===== src/rtl/controller_type_defs.sv =====
// State encodings shared by the sequencing controllers.
package controller_type_defs;
  typedef enum logic [1:0] {
    IDLE  = 2'd0,
    FETCH = 2'd1,
    DRAIN = 2'd2
  } fetch_state_t;
endpackage


===== src/rtl/instr_decd_pkg.sv =====
// Shared instruction-path widths and types used by the fetch stage and the decoder.
package instr_decd_pkg;
  localparam int INSTR_L          = 16;
  localparam int INSTR_MEM_ADDR_L = 12;
  localparam int FETCH_FIFO_DEPTH = 4;

  typedef logic [INSTR_L-1:0]          instr_t;
  typedef logic [INSTR_MEM_ADDR_L-1:0] instr_addr_t;
endpackage


===== src/rtl/instr_prefetch_fifo.sv =====
// First-word-fall-through prefetch FIFO: head entry is visible on rdata while vld is high.
module instr_prefetch_fifo #(
  parameter int WIDTH = 28,
  parameter int DEPTH = 4
) (
  input  logic                     clk,
  input  logic                     rst,
  input  logic                     clr,
  input  logic                     push,
  input  logic [WIDTH-1:0]         wdata,
  input  logic                     pop,
  output logic [WIDTH-1:0]         rdata,
  output logic                     vld,
  output logic [$clog2(DEPTH):0]   count
);
  localparam int PTR_L = $clog2(DEPTH);
  localparam logic [PTR_L:0] FULL_CNT = (PTR_L+1)'(DEPTH);

  logic [WIDTH-1:0] mem [DEPTH];
  logic [PTR_L-1:0] wr_ptr;
  logic [PTR_L-1:0] rd_ptr;
  logic             do_push;
  logic             do_pop;

  assign vld     = (count != '0);
  assign do_pop  = pop && vld;
  // A pop in the same cycle frees the slot, so a full FIFO can still accept.
  assign do_push = push && ((count != FULL_CNT) || do_pop);
  assign rdata   = vld ? mem[rd_ptr] : '0;

  always_ff @(posedge clk) begin
    if (do_push && !clr) begin
      mem[wr_ptr] <= wdata;
    end
  end

  always_ff @(posedge clk or posedge rst) begin
    if (rst) begin
      wr_ptr <= '0;
      rd_ptr <= '0;
      count  <= '0;
    end else if (clr) begin
      wr_ptr <= '0;
      rd_ptr <= '0;
      count  <= '0;
    end else begin
      if (do_push) wr_ptr <= wr_ptr + PTR_L'(1);
      if (do_pop)  rd_ptr <= rd_ptr + PTR_L'(1);
      case ({do_push, do_pop})
        2'b10:   count <= count + (PTR_L+1)'(1);
        2'b01:   count <= count - (PTR_L+1)'(1);
        default: count <= count;
      endcase
    end
  end
endmodule


===== src/rtl/instr_fetch.sv =====
// Fetch stage: streams an inclusive SRAM address range into a prefetch FIFO feeding the decoder.
//   state | meaning
//   IDLE  | waiting for start
//   FETCH | issuing SRAM reads while credit and run length allow
//   DRAIN | all reads issued, waiting for the decoder to accept the rest
module instr_fetch #(
  parameter int INSTR_L    = instr_decd_pkg::INSTR_L,
  parameter int ADDR_L     = instr_decd_pkg::INSTR_MEM_ADDR_L,
  parameter int FIFO_DEPTH = instr_decd_pkg::FETCH_FIFO_DEPTH
) (
  input  logic               clk,
  input  logic               rst,
  input  logic               start,
  input  logic [ADDR_L-1:0]  start_addr,
  input  logic [ADDR_L-1:0]  end_addr,
  input  logic               abort,
  output logic               busy,
  output logic               done,
  output logic               mem_re,
  output logic [ADDR_L-1:0]  mem_addr,
  input  logic [INSTR_L-1:0] mem_rdata,
  output logic               instr_vld,
  output logic [INSTR_L-1:0] instr,
  output logic [ADDR_L-1:0]  instr_pc,
  input  logic               instr_rdy
);
  import controller_type_defs::*;

  localparam int PTR_L = $clog2(FIFO_DEPTH);
  localparam int ENT_L = INSTR_L + ADDR_L;

  fetch_state_t        state;
  fetch_state_t        state_nxt;
  logic [ADDR_L-1:0]   pc;
  logic [ADDR_L-1:0]   inflight_addr;
  logic [ADDR_L:0]     run_len;
  logic [ADDR_L:0]     issued;
  logic [ADDR_L:0]     accepted;
  logic                inflight;
  logic [PTR_L:0]      fifo_count;
  logic [PTR_L+1:0]    used;
  logic                has_credit;
  logic [ENT_L-1:0]    fifo_rdata;
  logic                launch;
  logic                xfer;
  logic                last_xfer;

  // In-flight reads hold a FIFO slot, which is what keeps the FIFO from overflowing.
  assign used       = (PTR_L+2)'(fifo_count) + (PTR_L+2)'(inflight);
  assign has_credit = (used < (PTR_L+2)'(FIFO_DEPTH));

  assign launch    = (state == IDLE) && start && !abort;
  assign mem_re    = (state == FETCH) && !abort && (issued < run_len) && has_credit;
  assign mem_addr  = mem_re ? pc : '0;
  assign xfer      = instr_vld && instr_rdy;
  assign last_xfer = xfer && !abort && (state != IDLE) &&
                     ((accepted + (ADDR_L+1)'(1)) == run_len);
  assign busy      = (state != IDLE);

  always_comb begin
    state_nxt = state;
    case (state)
      IDLE:    if (launch) state_nxt = FETCH;
      FETCH:   if (issued == run_len) state_nxt = DRAIN;
      DRAIN:   state_nxt = DRAIN;
      default: state_nxt = IDLE;
    endcase
    if (last_xfer || abort) state_nxt = IDLE;
  end

  always_ff @(posedge clk or posedge rst) begin
    if (rst) begin
      state         <= IDLE;
      done          <= 1'b0;
      inflight      <= 1'b0;
      inflight_addr <= '0;
      pc            <= '0;
      run_len       <= '0;
      issued        <= '0;
      accepted      <= '0;
    end else begin
      state    <= state_nxt;
      done     <= last_xfer;
      inflight <= mem_re;
      if (mem_re) inflight_addr <= pc;
      if (launch) begin
        pc       <= start_addr;
        run_len  <= {1'b0, end_addr - start_addr} + (ADDR_L+1)'(1);
        issued   <= '0;
        accepted <= '0;
      end else begin
        if (mem_re) begin
          pc     <= pc + ADDR_L'(1);
          issued <= issued + (ADDR_L+1)'(1);
        end
        if (xfer) accepted <= accepted + (ADDR_L+1)'(1);
      end
    end
  end

  instr_prefetch_fifo #(
    .WIDTH (ENT_L),
    .DEPTH (FIFO_DEPTH)
  ) u_fifo (
    .clk   (clk),
    .rst   (rst),
    .clr   (abort),
    .push  (inflight),
    .wdata ({inflight_addr, mem_rdata}),
    .pop   (xfer),
    .rdata (fifo_rdata),
    .vld   (instr_vld),
    .count (fifo_count)
  );

  assign instr    = fifo_rdata[INSTR_L-1:0];
  assign instr_pc = fifo_rdata[INSTR_L +: ADDR_L];
endmodule


===== config.mk =====
export PLATFORM = sky130hd
export DESIGN_NAME = instr_fetch
export DESIGN_NICKNAME = d
export VERILOG_FILES = /design/src/rtl/controller_type_defs.sv /design/src/rtl/instr_decd_pkg.sv /design/src/rtl/instr_prefetch_fifo.sv /design/src/rtl/instr_fetch.sv
export SDC_FILE = /design/constraint.sdc
export NUM_CORES = 1
export LEC_CHECK = 0
export ABC_CLOCK_PERIOD_IN_PS = 4000
export CAP_MARGIN = 20
export CORE_MARGIN = 2
export CORE_UTILIZATION = 62
export CTS_CLUSTER_DIAMETER = 100
export DETAILED_ROUTE_END_ITERATION = 6
export GPL_TIMING_DRIVEN = 0
export HOLD_SLACK_MARGIN = 0.03
export PLACE_DENSITY = 0.86
export SLEW_MARGIN = 25
export SYNTH_ARGS = -nofsm -noshare
export SYNTH_HDL_FRONTEND = slang
export SYNTH_SLANG_ARGS = --single-unit

===== constraint.sdc =====
create_clock -name clk -period 4 [get_ports clk]
set_input_delay 0.6 -clock clk [delete_from_list [all_inputs] [get_ports clk]]
set_output_delay 0.6 -clock clk [all_outputs]
set_load 0.005 [all_outputs]

==> flow_results.xml <==
<?xml version="1.0" encoding="UTF-8"?>
<metrics>
  <group name="synth">
    <metric name="post_synth_inst_count" unit="">713</metric>
    <metric name="netlist_area" unit="sq um">9120</metric>
    <metric name="mappedNetlistNets" unit="">794</metric>
    <metric name="seq_area_frac_synth" unit="">0.572</metric>
    <metric name="synth_enable_flop_cells" unit="">112</metric>
    <metric name="ys_ff_latch" unit="">186</metric>
    <metric name="yosys_warnings" unit="">0</metric>
    <metric name="synthDistinctLibCells" unit="">58</metric>
    <metric name="asyncSetResetFlopFracSynth" unit="">0.398</metric>
    <metric name="post_synth.cell_area_avg" unit="sq um">12.8</metric>
    <metric name="synth_flop_cell" unit="">sky130_fd_sc_hd__edfxtp_1</metric>
  </group>
  <group name="setup_path">
    <metric name="timing.reg2reg.worst_path_depth" unit="">10</metric>
    <metric name="setup.worst_path.end_class" unit="">output port</metric>
    <metric name="critPathRequiredTime" unit="ns">3.40</metric>
    <metric name="critical_path.startpoint_type" unit="">register</metric>
    <metric name="timing_worst_setup_path_type" unit="">register to output port</metric>
    <metric name="path_cells" unit="">inv_1, ha_1, and3_1, a221o_1, a21oi_1, o221a_2, buf_2, and2_1, clkdlybuf4s50_1</metric>
    <metric name="worst_path_largest_cell_delay" unit="ns">0.55</metric>
    <metric name="cpMaxStageDelayCell" unit="">sky130_fd_sc_hd__clkdlybuf4s50_1</metric>
    <metric name="arrival_time_of_the_worst_setup_path" unit="ns">3.23</metric>
    <metric name="cp_max_fo" unit="">10</metric>
  </group>
  <group name="sta">
    <metric name="final.setup_skew" unit="ns">0.0145</metric>
    <metric name="fin_crit_sh" unit="">0.956</metric>
    <metric name="timing.hold.ws" unit="ns">0.521</metric>
    <metric name="timing.fmax" unit="GHz">0.261</metric>
    <metric name="worst_slew_pin_slew" unit="ns">0.895</metric>
    <metric name="post-route-min-period" unit="ns">3.83</metric>
    <metric name="rsz0062_at_grt" unit="">no</metric>
    <metric name="report.final.slew_viol_count" unit="">0</metric>
    <metric name="timing.slew.headroom" unit="">0.403</metric>
    <metric name="totalNegativeSetupSlack" unit="ns">0</metric>
    <metric name="report.final.setup_viol" unit="">0</metric>
    <metric name="minimum_setup_slack_in_the_final_design" unit="ns">0.174</metric>
    <metric name="hold_violations" unit="">0</metric>
  </group>
  <group name="die">
    <metric name="die_width" unit="um">125</metric>
    <metric name="placementRows" unit="">44</metric>
    <metric name="core_area" unit="sq um">14400</metric>
    <metric name="top_level_ports" unit="">89</metric>
    <metric name="design.die.area" unit="sq um">15700</metric>
    <metric name="start_util" unit="">0.632</metric>
    <metric name="height_of_the_die" unit="um">125</metric>
  </group>
  <group name="cts">
    <metric name="ctsResizeCount" unit="">0</metric>
    <metric name="clk_transition_reported_paths" unit="ns">0.07</metric>
    <metric name="cts_hold_buf" unit="">0</metric>
    <metric name="cts_htree_levels" unit="">4</metric>
    <metric name="cts-buffers-inserted" unit="">17</metric>
    <metric name="cts_tree" unit="">built</metric>
    <metric name="root_buffer" unit="">sky130_fd_sc_hd__clkbuf_16</metric>
    <metric name="insertion_delay" unit="ns">0.43</metric>
    <metric name="clock-sinks" unit="">186</metric>
    <metric name="clock_tree.buffer_depth" unit="">2</metric>
    <metric name="cts.repair_timing.setup_buffer_count" unit="">0</metric>
  </group>
  <group name="finish">
    <metric name="final_util" unit="">0.754</metric>
    <metric name="drive_gt1_frac" unit="">0.120</metric>
    <metric name="finalNetCount" unit="">903</metric>
    <metric name="area_growth_synth_to_finish" unit="%">19.2</metric>
    <metric name="layout.cells.most_common" unit="">sky130_fd_sc_hd__edfxtp_1</metric>
    <metric name="final_cell_mix" unit="">sky130_fd_sc_hd__edfxtp_1 (112), sky130_fd_sc_hd__clkdlybuf4s50_1 (88), sky130_fd_sc_hd__dfrtp_1 (74)</metric>
    <metric name="antenna-diode-count" unit="">0</metric>
  </group>
  <group name="pwr">
    <metric name="max-vdd-ir-drop" unit="V">0.000303</metric>
    <metric name="cellPowerDensity" unit="nW/um^2">507</metric>
    <metric name="p_comb_frac" unit="">0.240</metric>
    <metric name="power_leakage" unit="nW">4.21</metric>
    <metric name="pwr-share-seq" unit="">0.454</metric>
    <metric name="int_pwr" unit="mW">3.90</metric>
    <metric name="swShare" unit="">0.292</metric>
    <metric name="switchingPower" unit="mW">1.61</metric>
    <metric name="p_clk_frac" unit="">0.306</metric>
  </group>
  <group name="worst_hold_path">
    <metric name="min-delay-path-class" unit="">register to register</metric>
    <metric name="hold_path_depth" unit="">0</metric>
  </group>
  <group name="placement">
    <metric name="gp_routability_congestion" unit="">0.942</metric>
    <metric name="sum_of_net_half_perimeters_after_detailed_placement" unit="mm">13.7</metric>
    <metric name="pre_cts_ws" unit="ns">0.355</metric>
    <metric name="input_output_buffers" unit="">88</metric>
  </group>
  <group name="grt">
    <metric name="antenna_found_initial" unit="">0</metric>
    <metric name="grt_start_max_net_pins" unit="">40</metric>
    <metric name="gr-usage-all-layers" unit="">0.275</metric>
    <metric name="first_global_vias" unit="">6240</metric>
    <metric name="grt_pass1_wl" unit="mm">32.9</metric>
    <metric name="globalRoute.totalOverflow" unit="">0</metric>
  </group>
  <group name="route">
    <metric name="routed-via-count" unit="">6013</metric>
    <metric name="wl_per_cell" unit="um">20.0</metric>
    <metric name="drt_pre_antenna_iters" unit="">5</metric>
    <metric name="remaining_drc_errors" unit="">0</metric>
    <metric name="detail-route-antenna-nets" unit="">0</metric>
    <metric name="vias_per_cell" unit="">5.90</metric>
    <metric name="drt_wl_total" unit="mm">20.4</metric>
    <metric name="drt-initial-drc-count" unit="">448</metric>
  </group>
  <group name="status">
    <metric name="run_status" unit="">finished, final reports clean</metric>
  </group>
  <group name="flow_run">
    <metric name="maxCapViolations" unit="">0</metric>
  </group>
</metrics>
[metal layers]
metal / track usage / vias to the layer above / share of wire / wire (um)
met5: 0 / - / 0 / 0
met4: 0.0928 / 0 / 0.025 / 507
met3: 0.0471 / 36 / 0.055 / 1120
met2: 0.477 / 257 / 0.51 / 10500
met1: 0.354 / 2936 / 0.41 / 8270
li1: - / 2784 / - / -
[flip-flops by register name (all words and copies together) (netlist names)]
| signal | flops |
|---|---|
| inflight | 1 |
| pc | 12 |
| run_len | 13 |
| u_fifo.rd_ptr | 2 |
| u_fifo.count | 3 |
| inflight_addr | 12 |
| u_fifo.mem | 112 |
| done | 1 |
| accepted | 13 |
| u_fifo.wr_ptr | 2 |
| issued | 13 |
| state | 2 |
[power groups by stage]
stage | combinational (mW) | clock (mW) | sequential [mW]
2_1_floorplan | 0.817 | 0 | 2.44
3_3_place_gp | 1.25 | 0 | 2.50
3_5_place_dp | 1.32 | 0 | 2.53
4_1_cts | 1.34 | 1.71 | 2.50
5_1_grt | 1.45 | 1.78 | 2.53
6_report | 1.32 | 1.69 | 2.50
[per-stage QoR]
stage | power, mW | std cells | cell area (sq um)
global placement | 3.76 | 985 | 10200
CTS | 5.54 | 1019 | 10900
global route | 5.76 | 1019 | 10900
floorplan | 3.26 | 713 | 9120
detailed placement | 3.84 | 987 | 10300
finish | 5.52 | 1019 | 10900
[final timing paths]
kind | from | end | slack (ns)
worst max-delay path | run_len[2] | mem_addr[10] | 0.17
worst min-delay path | inflight_addr[3] | u_fifo.mem[2][19] | 0.52
worst max register to register | run_len[2] | issued[11] | 1.37
worst min register to register | inflight_addr[3] | u_fifo.mem[2][19] | 0.52
max in group asynchronous | rst | inflight_addr[8] | 2.87
min in group asynchronous | rst | pc[0] | 0.57
[worst max-delay path: cells and delay by family (launching register included)]
family | cells | cell delay, ns
flops | 1 | 0.45
simple gates | 2 | 0.38
compound gates | 3 | 0.76
buf+inv | 3 | 0.91
fa+ha+maj | 1 | 0.30
[final cells by class]
type	count	area, sq um
buffer	29	116
clock buffer	17	425
clock inverter	15	168
fill	896	3550
inverter	37	141
multi-input combinational	461	3650
sequential	186	5220
tap	184	230
timing repair buffer	90	921
[kinds of logic (layout without fill, tap and decap cells)]
family / count (synthesis) / count (layout) / synth area share
flops: 186 / 186 / 0.572
xor+xnor: 75 / 75 / 0.0729
compound gates: 83 / 83 / 0.0592
fa+ha+maj: 36 / 36 / 0.0511
mux: 45 / 45 / 0.0898
simple gates: 222 / 222 / 0.127
buf+inv: 66 / 188 / 0.0279
[cells in the mapped netlist, types with 3 or more instances]
cell type                  count  area, sq um
sky130_fd_sc_hd__clkbuf_1     21         78.8
sky130_fd_sc_hd__nor2_1       48          180
sky130_fd_sc_hd__nand2_1      44          165
sky130_fd_sc_hd__xor2_1       40          350
sky130_fd_sc_hd__a31oi_1       3         18.8
sky130_fd_sc_hd__and4_1        3         26.3
sky130_fd_sc_hd__o21ai_1       5         25.0
sky130_fd_sc_hd__mux2i_1       3         30.0
sky130_fd_sc_hd__o21ai_0      24          120
sky130_fd_sc_hd__nor3_1        8         40.0
sky130_fd_sc_hd__buf_2         5         25.0
sky130_fd_sc_hd__xnor2_1      34          298
sky130_fd_sc_hd__nand3_1      17         85.1
sky130_fd_sc_hd__edfxtp_1    112         3360
sky130_fd_sc_hd__mux2_2       14          158
sky130_fd_sc_hd__and2_1       51          319
sky130_fd_sc_hd__inv_1        37          139
sky130_fd_sc_hd__mux4_2       28          631
sky130_fd_sc_hd__a21o_1        9         67.6
sky130_fd_sc_hd__buf_1         3         11.3
sky130_fd_sc_hd__ha_1         34          425
sky130_fd_sc_hd__or3_1         4         25.0
sky130_fd_sc_hd__and3_1       14         87.6
sky130_fd_sc_hd__a21oi_1      22          110
sky130_fd_sc_hd__nand4_1      20          125
sky130_fd_sc_hd__dfrtp_1      74         1850
No activity file was read; power rests on OpenSTA's default activity.
